==> config.mk <==
export PLATFORM = sky130hd
export DESIGN_NAME = mmio_test_monitor
export DESIGN_NICKNAME = d
export VERILOG_FILES = /design/src/rtl/mmio_test_monitor.sv
export SDC_FILE = /design/constraint.sdc
export NUM_CORES = 1
export LEC_CHECK = 0
export ABC_CLOCK_PERIOD_IN_PS = 7710
export CAP_MARGIN = 0
export CORE_UTILIZATION = 35
export CTS_CLUSTER_DIAMETER = 80
export DETAILED_ROUTE_END_ITERATION = 6
export GPL_TIMING_DRIVEN = 0
export SLEW_MARGIN = 10
export SYNTH_ARGS = -nofsm -noshare
export SYNTH_HDL_FRONTEND = slang
export SYNTH_SLANG_ARGS = --single-unit
==> constraint.sdc <==
create_clock -name clk -period 7.71 [get_ports clk]
set_clock_uncertainty 0.1 [all_clocks]
set_input_delay 0.771 -clock clk [delete_from_list [all_inputs] [get_ports clk]]
set_output_delay 0.771 -clock clk [all_outputs]
set_load 0.02 [all_outputs]
==> src/rtl/mmio_test_monitor.sv <==
// Memory-mapped test monitor. It takes the program's verdict, buffers its console bytes and runs a watchdog.
// Define MMIO_CYCLE_CNT_EN to add a free-running cycle counter, readable at offset 0xC.
module mmio_test_monitor #(
    parameter int                    DATA_WIDTH     = 32,
    parameter logic [DATA_WIDTH-1:0] BASE_ADDR      = 32'hFFFF_0000,
    parameter int                    FIFO_DEPTH     = 8,
    parameter int                    TIMEOUT_CYCLES = 100000
) (
    input  logic                  clk,
    input  logic                  rst,
    input  logic [DATA_WIDTH-1:0] mem_addr,
    input  logic [DATA_WIDTH-1:0] mem_wdata,
    input  logic                  mem_we,
    input  logic                  mem_re,
    output logic [DATA_WIDTH-1:0] mem_rdata,
    output logic                  mmio_hit,
    output logic [7:0]            char_data,
    output logic                  char_valid,
    input  logic                  char_ready,
    output logic                  done,
    output logic                  pass,
    output logic [DATA_WIDTH-2:0] fail_code,
    output logic                  timeout
);

    localparam int PTR_W = (FIFO_DEPTH > 1) ? $clog2(FIFO_DEPTH) : 1;
    localparam int CNT_W = PTR_W + 1;
    localparam int WD_W  = $clog2(TIMEOUT_CYCLES + 1);

    typedef enum logic [1:0] {
        ST_RUN     = 2'd0,
        ST_PASS    = 2'd1,
        ST_FAIL    = 2'd2,
        ST_TIMEOUT = 2'd3
    } state_t;

    state_t                r_state;
    state_t                w_state_nxt;
    logic [WD_W-1:0]       r_wd_cnt;
    logic [DATA_WIDTH-2:0] r_fail_code;

    logic [7:0]            r_mem [FIFO_DEPTH];
    logic [PTR_W-1:0]      r_wr_ptr;
    logic [PTR_W-1:0]      r_rd_ptr;
    logic [CNT_W-1:0]      r_count;
    logic                  r_ovf;

    logic [3:0]            w_off;
    logic                  w_wr_tohost;
    logic                  w_wr_console;
    logic                  w_verdict_fail;
    logic                  w_wd_expire;
    logic                  w_full;
    logic                  w_pop;
    logic                  w_push;
    logic                  w_drop;
    logic [DATA_WIDTH-1:0] w_status;
    logic [DATA_WIDTH-1:0] w_cycle;
    logic [DATA_WIDTH-1:0] w_reg;

    assign mmio_hit       = (mem_addr[DATA_WIDTH-1:4] == BASE_ADDR[DATA_WIDTH-1:4]);
    assign w_off          = mem_addr[3:0];
    assign w_wr_tohost    = mem_we & mmio_hit & (w_off == 4'h0);
    assign w_wr_console   = mem_we & mmio_hit & (w_off == 4'h4);
    assign w_verdict_fail = |mem_wdata[DATA_WIDTH-1:1];
    assign w_wd_expire    = (r_wd_cnt == WD_W'(TIMEOUT_CYCLES - 1));

    always_ff @(posedge clk or posedge rst) begin
        if (rst) begin
            r_state <= ST_RUN;
        end else begin
            r_state <= w_state_nxt;
        end
    end

    // A verdict written on the expiry edge takes priority over the timeout.
    always_comb begin
        w_state_nxt = r_state;
        if (r_state == ST_RUN) begin
            if (w_wr_tohost && (mem_wdata == DATA_WIDTH'(1))) begin
                w_state_nxt = ST_PASS;
            end else if (w_wr_tohost && w_verdict_fail) begin
                w_state_nxt = ST_FAIL;
            end else if (w_wd_expire) begin
                w_state_nxt = ST_TIMEOUT;
            end
        end
    end

    always_comb begin
        done    = (r_state != ST_RUN);
        pass    = (r_state == ST_PASS);
        timeout = (r_state == ST_TIMEOUT);
    end

    assign fail_code = r_fail_code;

    always_ff @(posedge clk or posedge rst) begin
        if (rst) begin
            r_wd_cnt    <= '0;
            r_fail_code <= '0;
        end else if (r_state == ST_RUN) begin
            r_wd_cnt <= r_wd_cnt + WD_W'(1);
            if (w_wr_tohost && w_verdict_fail) begin
                r_fail_code <= mem_wdata[DATA_WIDTH-1:1];
            end
        end
    end

    // A full FIFO still accepts a push when the head leaves on the same edge.
    assign w_full     = (r_count == CNT_W'(FIFO_DEPTH));
    assign char_valid = (r_count != '0);
    assign w_pop      = char_valid & char_ready;
    assign w_push     = w_wr_console & (~w_full | w_pop);
    assign w_drop     = w_wr_console & w_full & ~w_pop;
    assign char_data  = char_valid ? r_mem[r_rd_ptr] : 8'h00;

    always_ff @(posedge clk) begin
        if (w_push) begin
            r_mem[r_wr_ptr] <= mem_wdata[7:0];
        end
    end

    always_ff @(posedge clk or posedge rst) begin
        if (rst) begin
            r_wr_ptr <= '0;
            r_rd_ptr <= '0;
            r_count  <= '0;
            r_ovf    <= 1'b0;
        end else begin
            if (w_push) begin
                r_wr_ptr <= r_wr_ptr + PTR_W'(1);
            end
            if (w_pop) begin
                r_rd_ptr <= r_rd_ptr + PTR_W'(1);
            end
            case ({w_push, w_pop})
                2'b10:   r_count <= r_count + CNT_W'(1);
                2'b01:   r_count <= r_count - CNT_W'(1);
                default: r_count <= r_count;
            endcase
            if (w_drop) begin
                r_ovf <= 1'b1;
            end
        end
    end

`ifdef MMIO_CYCLE_CNT_EN
    logic [DATA_WIDTH-1:0] r_cycle;

    always_ff @(posedge clk or posedge rst) begin
        if (rst) begin
            r_cycle <= '0;
        end else begin
            r_cycle <= r_cycle + DATA_WIDTH'(1);
        end
    end

    assign w_cycle = r_cycle;
`else
    assign w_cycle = '0;
`endif

    always_comb begin
        w_status       = '0;
        w_status[0]    = done;
        w_status[1]    = pass;
        w_status[2]    = timeout;
        w_status[3]    = r_ovf;
        w_status[15:8] = 8'(r_count);
    end

    always_comb begin
        w_reg = '0;
        case (w_off)
            4'h8:    w_reg = w_status;
            4'hC:    w_reg = w_cycle;
            default: w_reg = '0;
        endcase
    end

    assign mem_rdata = (mem_re & mmio_hit) ? w_reg : '0;

endmodule

==> impl_metrics.json, run 1 <==
{
  "cp.arrival_ns": 3.33,
  "ctsHoldBuffers": 0,
  "htreeDepth": 4,
  "cts_setup_buffers": 0,
  "cts_tree": "yes",
  "cts_buffers": 17,
  "p_comb_frac": 0.239,
  "rows": 46,
  "fin_tns_setup_ns": 0,
  "period_minus_slack_ns": 4.20,
  "yosysTopAreaCellShare": 0.341,
  "status": "complete, no violations",
  "crit_path_end": "mem_rdata[2]",
  "crit_fanout": 10,
  "grt_setup_unrepaired": "no",
  "start_kind": "input pin",
  "switching_share": 0.269,
  "startpoint": "mem_addr[6]",
  "setup_viol": 0,
  "seq_area_frac_synth": 0.612,
  "grtUsageTotal": 0.160,
  "syn_to_final_growth_pct": 38.2,
  "cts_max_path_buffers": 2,
  "final_cells": 776,
  "synth_top_area_cell": "edfxtp_1",
  "worstRegToRegCells": 10,
  "yosysWarningCount": 0,
  "grt_pass1_wl_um": 19800,
  "critPathMaxStageDelay_ns": 0.60,
  "place.gp.congestion": 0.776,
  "crit_required_ns": 6.84,
  "n_fill_cell": 1374,
  "synthTopCellsByArea": "edfxtp_1 (34%), dfrtp_1 (27%), mux2_2 (6.6%)",
  "p_int_mw": 1.46,
  "dr.pass1.iters": 4,
  "ys.flop_type": "edfxtp_1",
  "path_cells": "clkdlybuf4s50_1 > nor4_2 > nand4_2 > or2_0 > buf_6 > nor3_1 > and2_1 > clkdlybuf4s50_1",
  "fin_util": 0.492,
  "viasPerCell": 4.73,
  "core_area_um2": 15800,
  "path_clk_slew_ns": 0.06,
  "gr-total-overflow": 0,
  "die_y_um": 129,
  "wl_um": 12300,
  "post_cts_resized": 0,
  "die-area_um2": 16600,
  "cp_common_cell": "clkdlybuf4s50_1",
  "synth_top_cells_by_count": "edfxtp_1 (64), dfrtp_1 (61), mux2_2 (33)",
  "synth.avg_cell_area_um2": 14.6,
  "num-nets-final": 622,
  "ys_seq_elements": 125,
  "r2r-start": "r_count[3]$_DFFE_PP0P_",
  "placedCellCount": 744,
  "synth.most_common_cell": "edfxtp_1",
  "p_per_area_nw_per_um2": 256,
  "io_pins": 145,
  "first_global_vias": 3776,
  "p_clk_frac": 0.392,
  "power_frac_seq": 0.369,
  "drt_iter0_markers": 131,
  "clock_sinks": 125,
  "p_switching_mw": 0.536,
  "final-hold-violation-count": 0,
  "synthCells": 386,
  "slew_headroom": 0.353,
  "initial_core_util": 0.356,
  "drcViolationCount": 0,
  "hold_path.class": "flip-flop to flip-flop",
  "drtAntennaViolNets": 0,
  "syn_area_um2": 5640,
  "place_hpwl_um": 8740,
  "vias": 3668,
  "timing.final.crit_share": 0.545,
  "io_buffer_count": 119,
  "irDropWorstVdd_mv": 0.180,
  "fmax_mhz": 238,
  "antenna_found_initial": 0,
  "crit_path_end_kind": "output port",
  "reg2reg_slack_ns": 4.86,
  "final_max_slew_viol_count": 0,
  "clk_latency_ns": 0.41,
  "crit_slowest_cell": "clkdlybuf4s50_1",
  "synth-edff-count": 64,
  "p_leak_nw": 3.13,
  "cts_root_buffer": "clkbuf_16",
  "rr_endpoint": "r_count[3]$_DFFE_PP0P_",
  "diodes": 0,
  "crit_type": "input pin to output port",
  "final_layout_size_suffix_gt1_frac": 0.216,
  "cap_violations": 0,
  "ys_types": 53,
  "routedWlPerCell_um": 15.9,
  "die_w_um": 129,
  "grt_max_degree": 62,
  "async_reset_ff_frac": 0.488,
  "tightest_slew_ns": 0.963
}
[registers in the layout (all words and copies together) (netlist names)]
register / flops
fail_code: 31
r_wr_ptr: 3
r_ovf: 1
r_count: 4
r_mem: 64
r_rd_ptr: 3
r_wd_cnt: 17
r_state: 2
[worst min-delay path by stage]
stage	cells past startpoint	start	end
2_1_floorplan	1	r_ovf$_DFFE_PP0P_	r_ovf$_DFFE_PP0P_
3_3_place_gp	1	r_ovf$_DFFE_PP0P_	r_ovf$_DFFE_PP0P_
3_5_place_dp	1	r_ovf$_DFFE_PP0P_	r_ovf$_DFFE_PP0P_
4_1_cts	1	r_ovf$_DFFE_PP0P_	r_ovf$_DFFE_PP0P_
5_1_grt	1	r_ovf$_DFFE_PP0P_	r_ovf$_DFFE_PP0P_
6_report	1	r_ovf$_DFFE_PP0P_	r_ovf$_DFFE_PP0P_
[cell usage in the layout (no fill, tap or decap), drive strengths merged, types with 9 or more instances in the layout]
cell type / netlist / routed
buf: 32 / 32
clkbuf: 5 / 24
clkdlybuf4s50: 0 / 119
conb: 1 / 24
dfrtp: 61 / 61
edfxtp: 64 / 64
inv: 13 / 13
mux2: 33 / 33
mux2i: 10 / 10
mux4: 16 / 16
nand2: 15 / 15
nand4: 9 / 9
nor2: 23 / 23
nor3: 9 / 9
nor4: 20 / 20
xnor2: 11 / 11
xor2: 11 / 11
[critical path, delay by kind of cell]
family        cells  cell delay (ns)
simple gates      5             1.40
buf+inv           3             1.17
[area by class of cell]
cell class              count  area (um^2)  share of cell area
clock buffers              19          433              0.0556
repair buffers            119         1190               0.153
flip-flops and latches    125         3450               0.443
inverters                  13         51.3             0.00659
multi-input cells         234         2000               0.257
clock inverters            13          149              0.0191
well taps                 216          270              0.0347
plain buffers              37          241              0.0310
[per-stage QoR]
| step | power (mW) | hold slack [ns] | worst slack, ns | instance area, um^2 |
|---|---|---|---|---|
| finish | 2.00 | 0.353 | 3.51 | 7790 |
| global route | 2.09 | 0.373 | 3.36 | 7790 |
| CTS | 2.02 | 0.353 | 3.49 | 7780 |
| detailed placement | 1.23 | 0.340 | 3.42 | 7200 |
| global placement | 1.22 | 0.337 | 3.02 | 7180 |
| floorplan | 1.06 | 0.320 | 4.32 | 5720 |
[power by group through the flow]
stage | Combinational, mW | Clock, mW | Sequential (mW)
finish | 0.477 | 0.782 | 0.736
global route | 0.524 | 0.828 | 0.737
CTS | 0.487 | 0.799 | 0.736
detailed placement | 0.485 | 0 | 0.748
global placement | 0.477 | 0 | 0.747
floorplan | 0.312 | 0 | 0.744
[layer usage]
layer | vias up | global-route usage | share of wire
met5 | - | 0 | 0
met4 | 0 | 0.0505 | 0.0088
met3 | 10 | 0.0549 | 0.059
met2 | 97 | 0.268 | 0.50
met1 | 1835 | 0.195 | 0.43
li1 | 1726 | - | -
[cells by family after synthesis]
kind of cell	share of synthesized area
AO/OA/AOI/OAI	0.0206
XOR/XNOR	0.0342
adder cells (fa/ha/maj)	0.0147
buffers and inverters	0.0515
flip-flops	0.612
multiplexers	0.148
other	0.000665
AND/OR/NAND/NOR	0.119
Power figures use the tool's default switching activity.
==> inputs of run 2 (changes only) <==
- ABC_CLOCK_PERIOD_IN_PS: 7710 -> 3400
- clock period: 7.71 -> 3.4 ns (I/O delays scaled with it)
==> run 2 against run 1 <==
  * Global-route usage is essentially flat
  * Largest cell class unchanged
  * Cell count is the same
  * Sequential power grew 130%
  * Die area is the same
  * Utilization grew 0.10 points
  * Critical path depth is the same
  * Final area grew 0.21%
  * Sequential share of layout area shrank 0.092 points
==> impl_metrics.json, run 2 (synthesized netlist as in run 1, its figures left out) <==
{
  "place_hpwl_um": 8740,
  "io_buffer_count": 119,
  "io_pins": 145,
  "slew_headroom": 0.343,
  "n_fill_cell": 1376,
  "first_global_vias": 3780,
  "crit_fanout": 10,
  "rows": 46,
  "setup_viol": 0,
  "start_kind": "input pin",
  "syn_to_final_growth_pct": 38.5,
  "drt_iter0_markers": 128,
  "num-nets-final": 622,
  "final_layout_size_suffix_gt1_frac": 0.223,
  "grt_max_degree": 62,
  "grt_pass1_wl_um": 19800,
  "vias": 3658,
  "crit_path_end_kind": "output port",
  "ff_latch_area_um2": 3450,
  "clk_latency_ns": 0.41,
  "gr-total-overflow": 0,
  "core_area_um2": 15800,
  "antenna_found_initial": 0,
  "pre_cts_slack_ns": -0.459,
  "p_per_area_nw_per_um2": 582,
  "drtAntennaViolNets": 0,
  "crit_type": "input pin to output port",
  "regMostFlops": "r_mem",
  "cap_violations": 0,
  "irDropWorstVdd_mv": 0.410,
  "final-hold-violation-count": 0,
  "cts_setup_buffers": 0,
  "cp.arrival_ns": 2.78,
  "grt_setup_unrepaired": "no",
  "clock_sinks": 125,
  "dr.pass1.iters": 4,
  "fmax_mhz": 311,
  "hold_path.class": "input pin to async pin",
  "die_y_um": 129,
  "diodes": 0,
  "holdWs_ns": 0.333,
  "grtUsageTotal": 0.160,
  "viasPerCell": 4.71,
  "cts_root_buffer": "clkbuf_16",
  "die_w_um": 129,
  "layout_commonest_cell": "clkdlybuf4s50_1",
  "drcViolationCount": 0,
  "timing.final.crit_share": 0.947,
  "period_minus_slack_ns": 3.22,
  "layout_common_cells": "clkdlybuf4s50_1 (119), edfxtp_1 (64), dfrtp_1 (61)",
  "wl_um": 12300,
  "fin_ws_ns": 0.181,
  "largest_register_ff_count": 64,
  "status": "complete, no violations",
  "crit_required_ns": 2.96,
  "path_clk_slew_ns": 0.05,
  "final_max_slew_viol_count": 0,
  "fin_tns_setup_ns": 0,
  "routedWlPerCell_um": 15.9,
  "htreeDepth": 4,
  "tightest_slew_ns": 0.977,
  "die-area_um2": 16600,
  "place.gp.congestion": 0.776,
  "multiInputGateArea_um2": 2010,
  "p_leak_nw": 3.14,
  "cts_max_path_buffers": 2,
  "initial_core_util": 0.356,
  "cts_tree": "yes",
  "cts_buffers": 17
}
[run 2: power breakdown]
part / internal (mW) / switching (mW)
Sequential: 1.63 / 0.0349
Combinational: 0.543 / 0.549
Clock: 1.14 / 0.640
Total: 3.32 / 1.22
[run 2: what timing repair did]
item | in CTS | in global routing
resized for setup | 3 | 5
setup endpoints to repair | 16 | 45
hold buffers | 0 | 0
pin swaps | 0 | 0
[run 2: area by class of cell]
class                   count  area share
well taps                 216      0.0346
inverters                  13     0.00657
clock buffers              19      0.0555
flip-flops and latches    125       0.442
repair buffers            119       0.153
multi-input cells         234       0.258
clock inverters            13      0.0191
plain buffers              37      0.0316
[run 2: per-layer routing]
layer | GRT usage | up-vias | part of all wire
met4 | 0.0505 | 0 | 0.0087
met3 | 0.0549 | 10 | 0.058
met2 | 0.268 | 99 | 0.50
met1 | 0.195 | 1823 | 0.43
li1 | - | 1726 | -
met5 | 0 | - | 0
[run 2: final timing paths]
check | start | end | cells after the start | slack [ns]
min reg2reg | r_ovf$_DFFE_PP0P_ | r_ovf$_DFFE_PP0P_ | 1 | 0.35
max in group asynchronous | rst | fail_code[8]$_DFFE_PP0P_ | 2 | 2.35
min in group clk | r_ovf$_DFFE_PP0P_ | r_ovf$_DFFE_PP0P_ | 1 | 0.35
min | rst | fail_code[26]$_DFFE_PP0P_ | 2 | 0.33
max reg2reg | r_count[3]$_DFFE_PP0P_ | r_count[3]$_DFFE_PP0P_ | 10 | 0.57
max | mem_addr[9] | mem_rdata[2] | 8 | 0.18
[run 2: through the flow]
stage | utilization | instances | total power [mW] | cell area [um^2]
3_5_place_dp | 0.455 | 744 | 2.80 | 7200
5_1_grt | 0.493 | 776 | 4.75 | 7800
4_1_cts | 0.492 | 776 | 4.59 | 7790
2_1_floorplan | - | 409 | 2.39 | 5720
6_report | 0.493 | 776 | 4.54 | 7800
3_3_place_gp | 0.454 | 744 | 2.78 | 7180
[run 2: worst max-delay path, stage by stage]
cell	delay, ns
clkdlybuf4s50_1	0.43
nor4_2	0.29
nand4_2	0.22
or2_0	0.29
buf_6	0.15
nor3_2	0.26
and2_1	0.18
clkdlybuf4s50_1	0.60
==> inputs of run 3 (changes only) <==
- ABC_CLOCK_PERIOD_IN_PS: 3400 -> default
- GPL_ROUTABILITY_DRIVEN: default -> 0
==> results of run 3 <==
Final layout, timing and power as in run 2 (identical DEF).
